### src/rtl/wrr_sched_ctrl_if.sv
// Handshake/config bundle between the WRR scheduler and its dequeue-side environment.
// The scheduler uses the slave modport; the queue/config side drives the master modport.
interface wrr_sched_ctrl_if #(
  parameter int QUEUE_NUM    = 8,
  parameter int PRIORITY_BIT = 3,
  parameter int WEIGHT_BIT   = 4
);

  logic [QUEUE_NUM-1:0]    q_nonempty;
  logic                    ready;
  logic                    pkt_done;
  logic                    cfg_we;
  logic [PRIORITY_BIT-1:0] cfg_idx;
  logic [WEIGHT_BIT-1:0]   cfg_weight;
  logic                    grant_vld;
  logic [PRIORITY_BIT-1:0] grant_idx;
  logic [QUEUE_NUM-1:0]    grant_onehot;
  logic                    err;

  modport master (
    output q_nonempty, ready, pkt_done, cfg_we, cfg_idx, cfg_weight,
    input  grant_vld, grant_idx, grant_onehot, err
  );

  modport slave (
    input  q_nonempty, ready, pkt_done, cfg_we, cfg_idx, cfg_weight,
    output grant_vld, grant_idx, grant_onehot, err
  );

endinterface

### src/rtl/wrr_sched_ctrl.sv
// Weighted round-robin grant controller for the priority-queue output side of the WRR FIFO.
// Optional macro WRR_STRICT_PRIO_EN makes queue QUEUE_NUM-1 a strict-priority queue.
module wrr_sched_ctrl #(
  parameter int QUEUE_NUM    = 8,
  parameter int PRIORITY_BIT = 3,
  parameter int WEIGHT_BIT   = 4
) (
  input  logic            clk,
  input  logic            rst_n,
  wrr_sched_ctrl_if.slave bus
);

  typedef enum logic [1:0] {IDLE, ARB, BUSY} state_t;

  localparam logic [PRIORITY_BIT-1:0] LAST_IDX = PRIORITY_BIT'(QUEUE_NUM - 1);

  state_t                  state;
  state_t                  state_nxt;
  logic [WEIGHT_BIT-1:0]   weight [QUEUE_NUM];
  logic [WEIGHT_BIT-1:0]   credit [QUEUE_NUM];
  logic [PRIORITY_BIT-1:0] ptr;
  logic [QUEUE_NUM-1:0]    eligible;
  logic [QUEUE_NUM-1:0]    candidate;
  logic [PRIORITY_BIT-1:0] pick_idx;
  logic [PRIORITY_BIT-1:0] sel_idx;
  logic                    pick_found;
  logic                    strict_hit;
  logic                    hold_ptr;
  logic                    do_pick;
  logic                    do_reload;
  logic                    do_release;
  int                      scan;

  logic                    grant_vld_q;
  logic [PRIORITY_BIT-1:0] grant_idx_q;
  logic [QUEUE_NUM-1:0]    grant_onehot_q;
  logic                    err_q;

  always_comb begin
    eligible  = '0;
    candidate = '0;
    for (int i = 0; i < QUEUE_NUM; i++) begin
      eligible[i]  = bus.q_nonempty[i] & (weight[i] != '0);
      candidate[i] = eligible[i] & (credit[i] != '0);
    end
  end

  // First candidate found scanning circularly upward from ptr.
  always_comb begin
    pick_found = 1'b0;
    pick_idx   = '0;
    scan       = 0;
    for (int k = 0; k < QUEUE_NUM; k++) begin
      scan = int'(ptr) + k;
      if (scan >= QUEUE_NUM) scan = scan - QUEUE_NUM;
      if (!pick_found && candidate[scan[PRIORITY_BIT-1:0]]) begin
        pick_found = 1'b1;
        pick_idx   = PRIORITY_BIT'(scan);
      end
    end
  end

`ifdef WRR_STRICT_PRIO_EN
  assign strict_hit = eligible[QUEUE_NUM-1];
  assign hold_ptr   = (grant_idx_q == LAST_IDX);
`else
  assign strict_hit = 1'b0;
  assign hold_ptr   = 1'b0;
`endif

  assign sel_idx = strict_hit ? LAST_IDX : pick_idx;

  always_ff @(posedge clk or negedge rst_n) begin
    if (!rst_n) state <= IDLE;
    else        state <= state_nxt;
  end

  always_comb begin
    state_nxt  = state;
    do_pick    = 1'b0;
    do_reload  = 1'b0;
    do_release = 1'b0;
    case (state)
      IDLE: begin
        if (|eligible) state_nxt = ARB;
      end
      ARB: begin
        if (!(|eligible)) begin
          state_nxt = IDLE;
        end else if (strict_hit || pick_found) begin
          if (bus.ready) begin
            do_pick   = 1'b1;
            state_nxt = BUSY;
          end
        end else begin
          do_reload = 1'b1;
        end
      end
      BUSY: begin
        if (bus.pkt_done) begin
          do_release = 1'b1;
          state_nxt  = ARB;
        end
      end
      default: state_nxt = IDLE;
    endcase
  end

  always_ff @(posedge clk or negedge rst_n) begin
    if (!rst_n) begin
      for (int i = 0; i < QUEUE_NUM; i++) weight[i] <= WEIGHT_BIT'(i + 1);
    end else if (bus.cfg_we) begin
      weight[bus.cfg_idx] <= bus.cfg_weight;
    end
  end

  // A reload samples the registered weights, so a same-cycle write lands only on the next reload.
  always_ff @(posedge clk or negedge rst_n) begin
    if (!rst_n) begin
      for (int i = 0; i < QUEUE_NUM; i++) credit[i] <= WEIGHT_BIT'(i + 1);
    end else if (do_reload) begin
      for (int i = 0; i < QUEUE_NUM; i++) credit[i] <= weight[i];
    end else if (do_pick && !strict_hit) begin
      credit[pick_idx] <= credit[pick_idx] - WEIGHT_BIT'(1);
    end
  end

  always_ff @(posedge clk or negedge rst_n) begin
    if (!rst_n) begin
      grant_vld_q    <= 1'b0;
      grant_idx_q    <= '0;
      grant_onehot_q <= '0;
      err_q          <= 1'b0;
      ptr            <= '0;
    end else begin
      err_q <= bus.pkt_done && (state != BUSY);
      if (do_pick) begin
        grant_vld_q    <= 1'b1;
        grant_idx_q    <= sel_idx;
        grant_onehot_q <= QUEUE_NUM'(1) << sel_idx;
      end else if (do_release) begin
        grant_vld_q    <= 1'b0;
        grant_onehot_q <= '0;
        if (!hold_ptr) begin
          if (credit[grant_idx_q] != '0)  ptr <= grant_idx_q;
          else if (grant_idx_q == LAST_IDX) ptr <= '0;
          else                              ptr <= grant_idx_q + PRIORITY_BIT'(1);
        end
      end
    end
  end

  assign bus.grant_vld    = grant_vld_q;
  assign bus.grant_idx    = grant_idx_q;
  assign bus.grant_onehot = grant_onehot_q;
  assign bus.err          = err_q;

endmodule

### src/flat_wrapper.sv
// flat-port wrapper written by rule: the top's interface ports become plain ports
module wrr_sched_ctrl_flat 
#(
  parameter int QUEUE_NUM    = 8,
  parameter int PRIORITY_BIT = 3,
  parameter int WEIGHT_BIT   = 4
)
  (clk, rst_n, bus_q_nonempty, bus_ready, bus_pkt_done, bus_cfg_we, bus_cfg_idx, bus_cfg_weight, bus_grant_vld, bus_grant_idx, bus_grant_onehot, bus_err);
  wrr_sched_ctrl_if #(.QUEUE_NUM(QUEUE_NUM), .PRIORITY_BIT(PRIORITY_BIT), .WEIGHT_BIT(WEIGHT_BIT)) bus_i ();
  input  logic clk;
  input  logic rst_n;
  input wire logic [$bits(bus_i.q_nonempty)-1:0] bus_q_nonempty;
  input wire logic [$bits(bus_i.ready)-1:0] bus_ready;
  input wire logic [$bits(bus_i.pkt_done)-1:0] bus_pkt_done;
  input wire logic [$bits(bus_i.cfg_we)-1:0] bus_cfg_we;
  input wire logic [$bits(bus_i.cfg_idx)-1:0] bus_cfg_idx;
  input wire logic [$bits(bus_i.cfg_weight)-1:0] bus_cfg_weight;
  output wire logic [$bits(bus_i.grant_vld)-1:0] bus_grant_vld;
  output wire logic [$bits(bus_i.grant_idx)-1:0] bus_grant_idx;
  output wire logic [$bits(bus_i.grant_onehot)-1:0] bus_grant_onehot;
  output wire logic [$bits(bus_i.err)-1:0] bus_err;
  assign bus_i.q_nonempty = bus_q_nonempty;
  assign bus_i.ready = bus_ready;
  assign bus_i.pkt_done = bus_pkt_done;
  assign bus_i.cfg_we = bus_cfg_we;
  assign bus_i.cfg_idx = bus_cfg_idx;
  assign bus_i.cfg_weight = bus_cfg_weight;
  assign bus_grant_vld = bus_i.grant_vld;
  assign bus_grant_idx = bus_i.grant_idx;
  assign bus_grant_onehot = bus_i.grant_onehot;
  assign bus_err = bus_i.err;
  wrr_sched_ctrl #(.QUEUE_NUM(QUEUE_NUM), .PRIORITY_BIT(PRIORITY_BIT), .WEIGHT_BIT(WEIGHT_BIT)) u_core (.clk(clk), .rst_n(rst_n), .bus(bus_i));
endmodule
### config.mk
export PLATFORM = sky130hd
export DESIGN_NAME = wrr_sched_ctrl_flat
export DESIGN_NICKNAME = d
export VERILOG_FILES = /design/src/rtl/wrr_sched_ctrl_if.sv /design/src/rtl/wrr_sched_ctrl.sv /design/src/flat_wrapper.sv
export SDC_FILE = /design/constraint.sdc
export NUM_CORES = 1
export LEC_CHECK = 0
export ABC_AREA = 1
export BUFFER_PORTS_ARGS = -buffer_cell sky130_fd_sc_hd__buf_2
export CAP_MARGIN = 10
export CORE_ASPECT_RATIO = 0.75
export CORE_MARGIN = 2
export CORE_UTILIZATION = 45
export CTS_CLUSTER_SIZE = 10
export DETAILED_ROUTE_END_ITERATION = 8
export PLACE_DENSITY = 0.62
export SYNTH_ARGS = -nofsm -noshare
export SYNTH_HDL_FRONTEND = slang
export SYNTH_SLANG_ARGS = --single-unit
### constraint.sdc
create_clock -name clk -period 10.1 [get_ports clk]
set_input_delay 1.01 -clock clk [delete_from_list [all_inputs] [get_ports clk]]
set_output_delay 1.01 -clock clk [all_outputs]
set_load 0.005 [all_outputs]
; ---- Yosys cells after proc, flatten, opt, wreduce, memory -nomap -nowiden
; Index checks and enable logic that the tools add are counted.
; W data, S select, Z words.
[word_totals]
ramBits = 0
register_bits = 82
rom_bits = 0
output_inout_bits = 13
memories = 0
in_bits = 20
latch_bits = 0
[classes]
mux = 75
eq_ne = 8
bitwise = 20
n_lt_le_gt_ge = 21
reduce_logical = 40
n_div = 0
n_shift = 1
add_sub_neg = 17
mul = 0
[op_table]
columns = cell, count
row1 = $reduce_bool A4 Y1, 17
row2 = $bwmux W32, 2
row3 = $mux W32, 2
row4 = $mux W3, 18
row5 = $ge A4 B4 Y1 const B, 10
row6 = $lt A3 B4 Y1 const B, 8
row7 = $mux W1, 27
row8 = $bmux W1 S3, 8
row9 = $bmux W4 S3, 2
row10 = $demux W4 S3, 2
row11 = $mux W4, 6
row12 = $sub A3 B1 Y3 const B, 8
row13 = $add A3 B3 Y4 const B, 4
row14 = $and A1 B1 Y1, 16
row15 = $mux W8, 2
row16 = $not A3 Y4, 3
row17 = $logic_and A1 B1 Y1, 10
row18 = $mux W2, 5
row19 = $add A3 B2 Y4 const B, 2
row20 = $lt A4 B1 Y1 const B, 2
row21 = $reduce_or A8 Y1, 1
row22 = $shl A1 B3 Y8 const A, 1
row23 = $logic_not A1 Y1, 7
row24 = $pmux W2 S3, 1
row25 = other kinds (16), 18

; ---- Depth between registers and ports, before layout
[depth]
ltp_word = 35
depth_mapped = 26

; ---- Least setup slack after synthesis
; OpenSTA, ideal clock, no wires.
[synth_path]
path_type = flip-flop to flip-flop
from = register u_core.ptr[0]
to = register u_core.credit[29] in the netlist's numbering
path_stages_with_launch = 25
period_less_slack_ns = 3.423
t_arrival_ns = 3.299
slack_ns = 6.677
setup_ns = 0.124
path_cell_list = dfrtp_1 buf_6 inv_8 buf_12 ha_1 buf_2 inv_1 nand3_1 nand3_1 nand2_2 nand4_4 nor2_8 nand3_2 o21ai_2 nor2_1 nor2_2 buf_6 nand2_1 nand3_1 nand2_1 buf_6 ha_1 inv_1 a22oi_1 nand2_1
[synth_via]
elab_chain_cells = 34
[synth_lines]
columns = item, line
row1 = from (decl), wrr_sched_ctrl.sv:21  ; logic [PRIORITY_BIT-1:0] ptr;
row2 = from (signal assigned), wrr_sched_ctrl.sv:145  ; if (credit[grant_idx_q] != '0) ptr <= grant_idx_q;
row3 = from (signal assigned), wrr_sched_ctrl.sv:147  ; else ptr <= grant_idx_q + PRIORITY_BIT'(1);
row4 = branches (longest 34 deep; another with $add A3 B1 Y4), --
row5 = "to (signal, indexed assignment)", wrr_sched_ctrl.sv:124  ; credit[pick_idx] <= credit[pick_idx] - WEIGHT_BIT'(1);
row6 = to (decl), wrr_sched_ctrl.sv:20  ; logic [WEIGHT_BIT-1:0] credit [QUEUE_NUM];
; Several ways; the timed one is not identified. The select of a mux whose other input is x is not followed.
; A chain may end at the register's enable or synchronous reset.

; ---- Worst setup path after layout
[layout_path]
from = register u_core.ptr[1]
to = register u_core.credit[22] in the netlist's numbering
; Same word-level chain as after synthesis.

==> metrics.cfg <==
[sta]
fin_crit_ns=4.72
maxSlewViolCount=0
rsz0062_at_grt=false
whs_ns=0.487
worstMarginPinSlew_ns=1.01
finalCritPeriodShare_pct=46.7
setup_viol=0
max_freq_mhz=212
slew_headroom_pct=32.8
finalHoldViolCount=0
fin_worst_skew_ns=0.00689
tns_ns=0

[hold_path]
hold_class=reg -> reg
min_from=u_core.bus.grant_vld$_DFFE_PN0P_

[clocking]
cts_htree_levels=3
post-cts-setup-buffer-count=0
ctsHoldBuffers=0
clk_pin_slew_ns=0.06
ctsRootBufferMaster=clkbuf_16
cts_resized=0
cts_inserted_buffers=9
cts_tree=built
clock_sinks=82
insertion_delay_ns=0.34
cts_buffer_depth=2

[synth]
avgSynthCellArea_um2=7.27
synth_nets=746
synthFlopType=dfrtp_1
syn_inst=721
yosys_warnings=0
synth-seq-cells=82
synth_edf_count=0
netlist_area_mm2=0.00525
synthAdderAreaFrac_pct=1.19
ys_types=45
yosys.area_share.simple_pct=39.8
synth_top_family_by_area=simple AND/OR/NAND/NOR gates
synth_seq_area_share_pct=39.7
synthMuxAreaShare_pct=0
synth_compound_area_share_pct=10.5
synth-xor-area-share_pct=1.31
synth_async_sr_flop_share_pct=100

[floorplan]
die_area_mm2=0.0125
io_pins=33
rows=34
die_w_um=129
core_mm2=0.0115
initial_core_util_pct=45.7
die_h_um=97.5

[grt]
grt_max_degree=83
grt_pass1_wl_mm=24.5
grt_pass1_vias=4481
antenna_found_initial=0
grt_use_total_pct=25.4
overflow=0

[worst_setup_path]
r2r_start=u_core.ptr[1]$_DFFE_PN0P_
start_kind=register
path_class=reg -> reg
arrival_ns=4.91
startpoint=u_core.ptr[1]$_DFFE_PN0P_
required_ns=10.30
cp_max_fo=14
end_kind=register

[drt]
first_iter_violations=550
viasPerCell=5.50
via_count=4936
wl_mm=15.1
avgRoutedWirePerCell_um=16.8
drtPass1Iterations=5
post-route-drc-count=0
ant_nets=0

[place]
gp_congestion=1.03
dpl.hpwl_mm=11.9
port_buffers=32

[cells_and_area]
fill_cells=1162
multiInputGateArea_mm2=0.00277
area_growth_pct=11.0
nNetsFinal=774
register_area_mm2=0.00208
diodes=0
drive_gt1_share_pct=16.8

[run_status]
status=complete, no violations

[flow_run]
maxCapViolations=0

path summary, 6_finish.rpt:
check / to / slack (ns) / cells past startpoint
min reg2reg: u_core.bus.grant_vld$_DFFE_PN0P_ / 0.49 / 2
max reg2reg: u_core.credit[22]$_DFFE_PN0P_ / 5.38 / 18
max in group asynchronous: u_core.credit[15]$_DFFE_PN0P_ / 8.60 / 1
min: u_core.bus.grant_vld$_DFFE_PN0P_ / 0.49 / 2
max: u_core.credit[22]$_DFFE_PN0P_ / 5.38 / 18
min in group asynchronous: u_core.bus.grant_onehot[6]$_DFFE_PN0P_ / 0.83 / 1
layer usage:
| metal | share of wire [%] | GRT usage (%) | vias to the layer above |
|---|---|---|---|
| li1 | - | - | 2424 |
| met1 | 51 | 40.7 | 2306 |
| met2 | 40 | 34.9 | 191 |
| met3 | 8.1 | 5.23 | 15 |
| met4 | 1.2 | 5.10 | 0 |
| met5 | 0 | 0 | - |
final cells by class:
| type | count | share of cell area [%] |
|---|---|---|
| Inverter | 69 | 4.58 |
| Clock buffer | 10 | 4.10 |
| Clock inverter | 6 | 1.93 |
| Tap cell | 144 | 3.09 |
| Timing Repair Buffer | 33 | 2.92 |
| Sequential cell | 82 | 35.8 |
| Multi-Input combinational cell | 554 | 47.6 |
metrics by stage:
stage	cell area (um^2)	setup slack, ns	instances	utilization [%]
finish	5820	5.38	898	50.7
global route	5820	5.03	898	50.7
CTS	5820	5.46	898	50.7
detailed placement	5470	5.47	882	47.6
global placement	5470	5.65	882	47.6
floorplan	5250	6.68	721	-
worst max-delay path: stages, from the launching register on:
cell and delay [ns]:
dfrtp_1 0.66, inv_1 0.29, ha_1 0.52, inv_1 0.21
nand3_1 0.15, nand3_1 0.10, nand2_2 0.14, nand4_4 0.16
nor2_8 0.16, nand3_2 0.14, o21ai_2 0.17, nor2_1 0.08
nor2_2 0.39, nand2_1 0.12, nand3_1 0.09, nand2_1 0.29
ha_1 0.35, xnor2_2 0.45, o21bai_1 0.12
layout by cell type (no fill, tap or decap), types with 10 or more instances in the layout:
cell type	n
buf_2	31
nand4_1	10
nand2_1	241
inv_1	60
dfrtp_1	56
nand3_1	105
dfstp_2	26
nand2_2	14
nor2_1	52
o21ai_0	53
flip-flops by register name (all words and copies together) (netlist names):
signal / flops
u_core.ptr: 3
u_core.bus.grant_vld: 1
u_core.weight: 32
u_core.state: 2
u_core.bus.err: 1
u_core.bus.grant_idx: 3
u_core.credit: 32
u_core.bus.grant_onehot: 8
kinds of logic after synthesis:
logic type / count (synthesis)
flip-flops: 82
buffers and inverters: 85
AND/OR/NAND/NOR: 453
AO/OA/AOI/OAI: 92
XOR/XNOR: 4
adder cells (fa/ha/maj): 5
Yosys cell counts (2+ instances only):
library cell	count	area share [%]
a21oi_1	4	0.38
a22oi_1	4	0.57
and2_1	3	0.36
buf_2	3	0.29
buf_4	2	0.29
buf_6	5	1.1
clkbuf_1	4	0.29
dfrtp_1	56	27
dfstp_2	26	13
ha_1	5	1.2
inv_1	60	4.3
inv_2	7	0.50
nand2_1	241	17
nand2_2	14	1.7
nand3_1	105	10
nand3_2	8	1.5
nand4_1	10	1.2
nand4_2	2	0.48
nand4_4	2	0.81
nor2_1	52	3.7
nor2_2	5	0.60
nor3_1	5	0.48
nor3_2	2	0.38
o211ai_1	9	1.3
o21ai_0	53	5.1
o21ai_1	5	0.48
o21ai_2	2	0.33
o21bai_1	8	1.1
o22ai_1	3	0.36
Power is not shown: default switching activity piles up to over one toggle a cycle in this logic, so the estimate is an artifact.
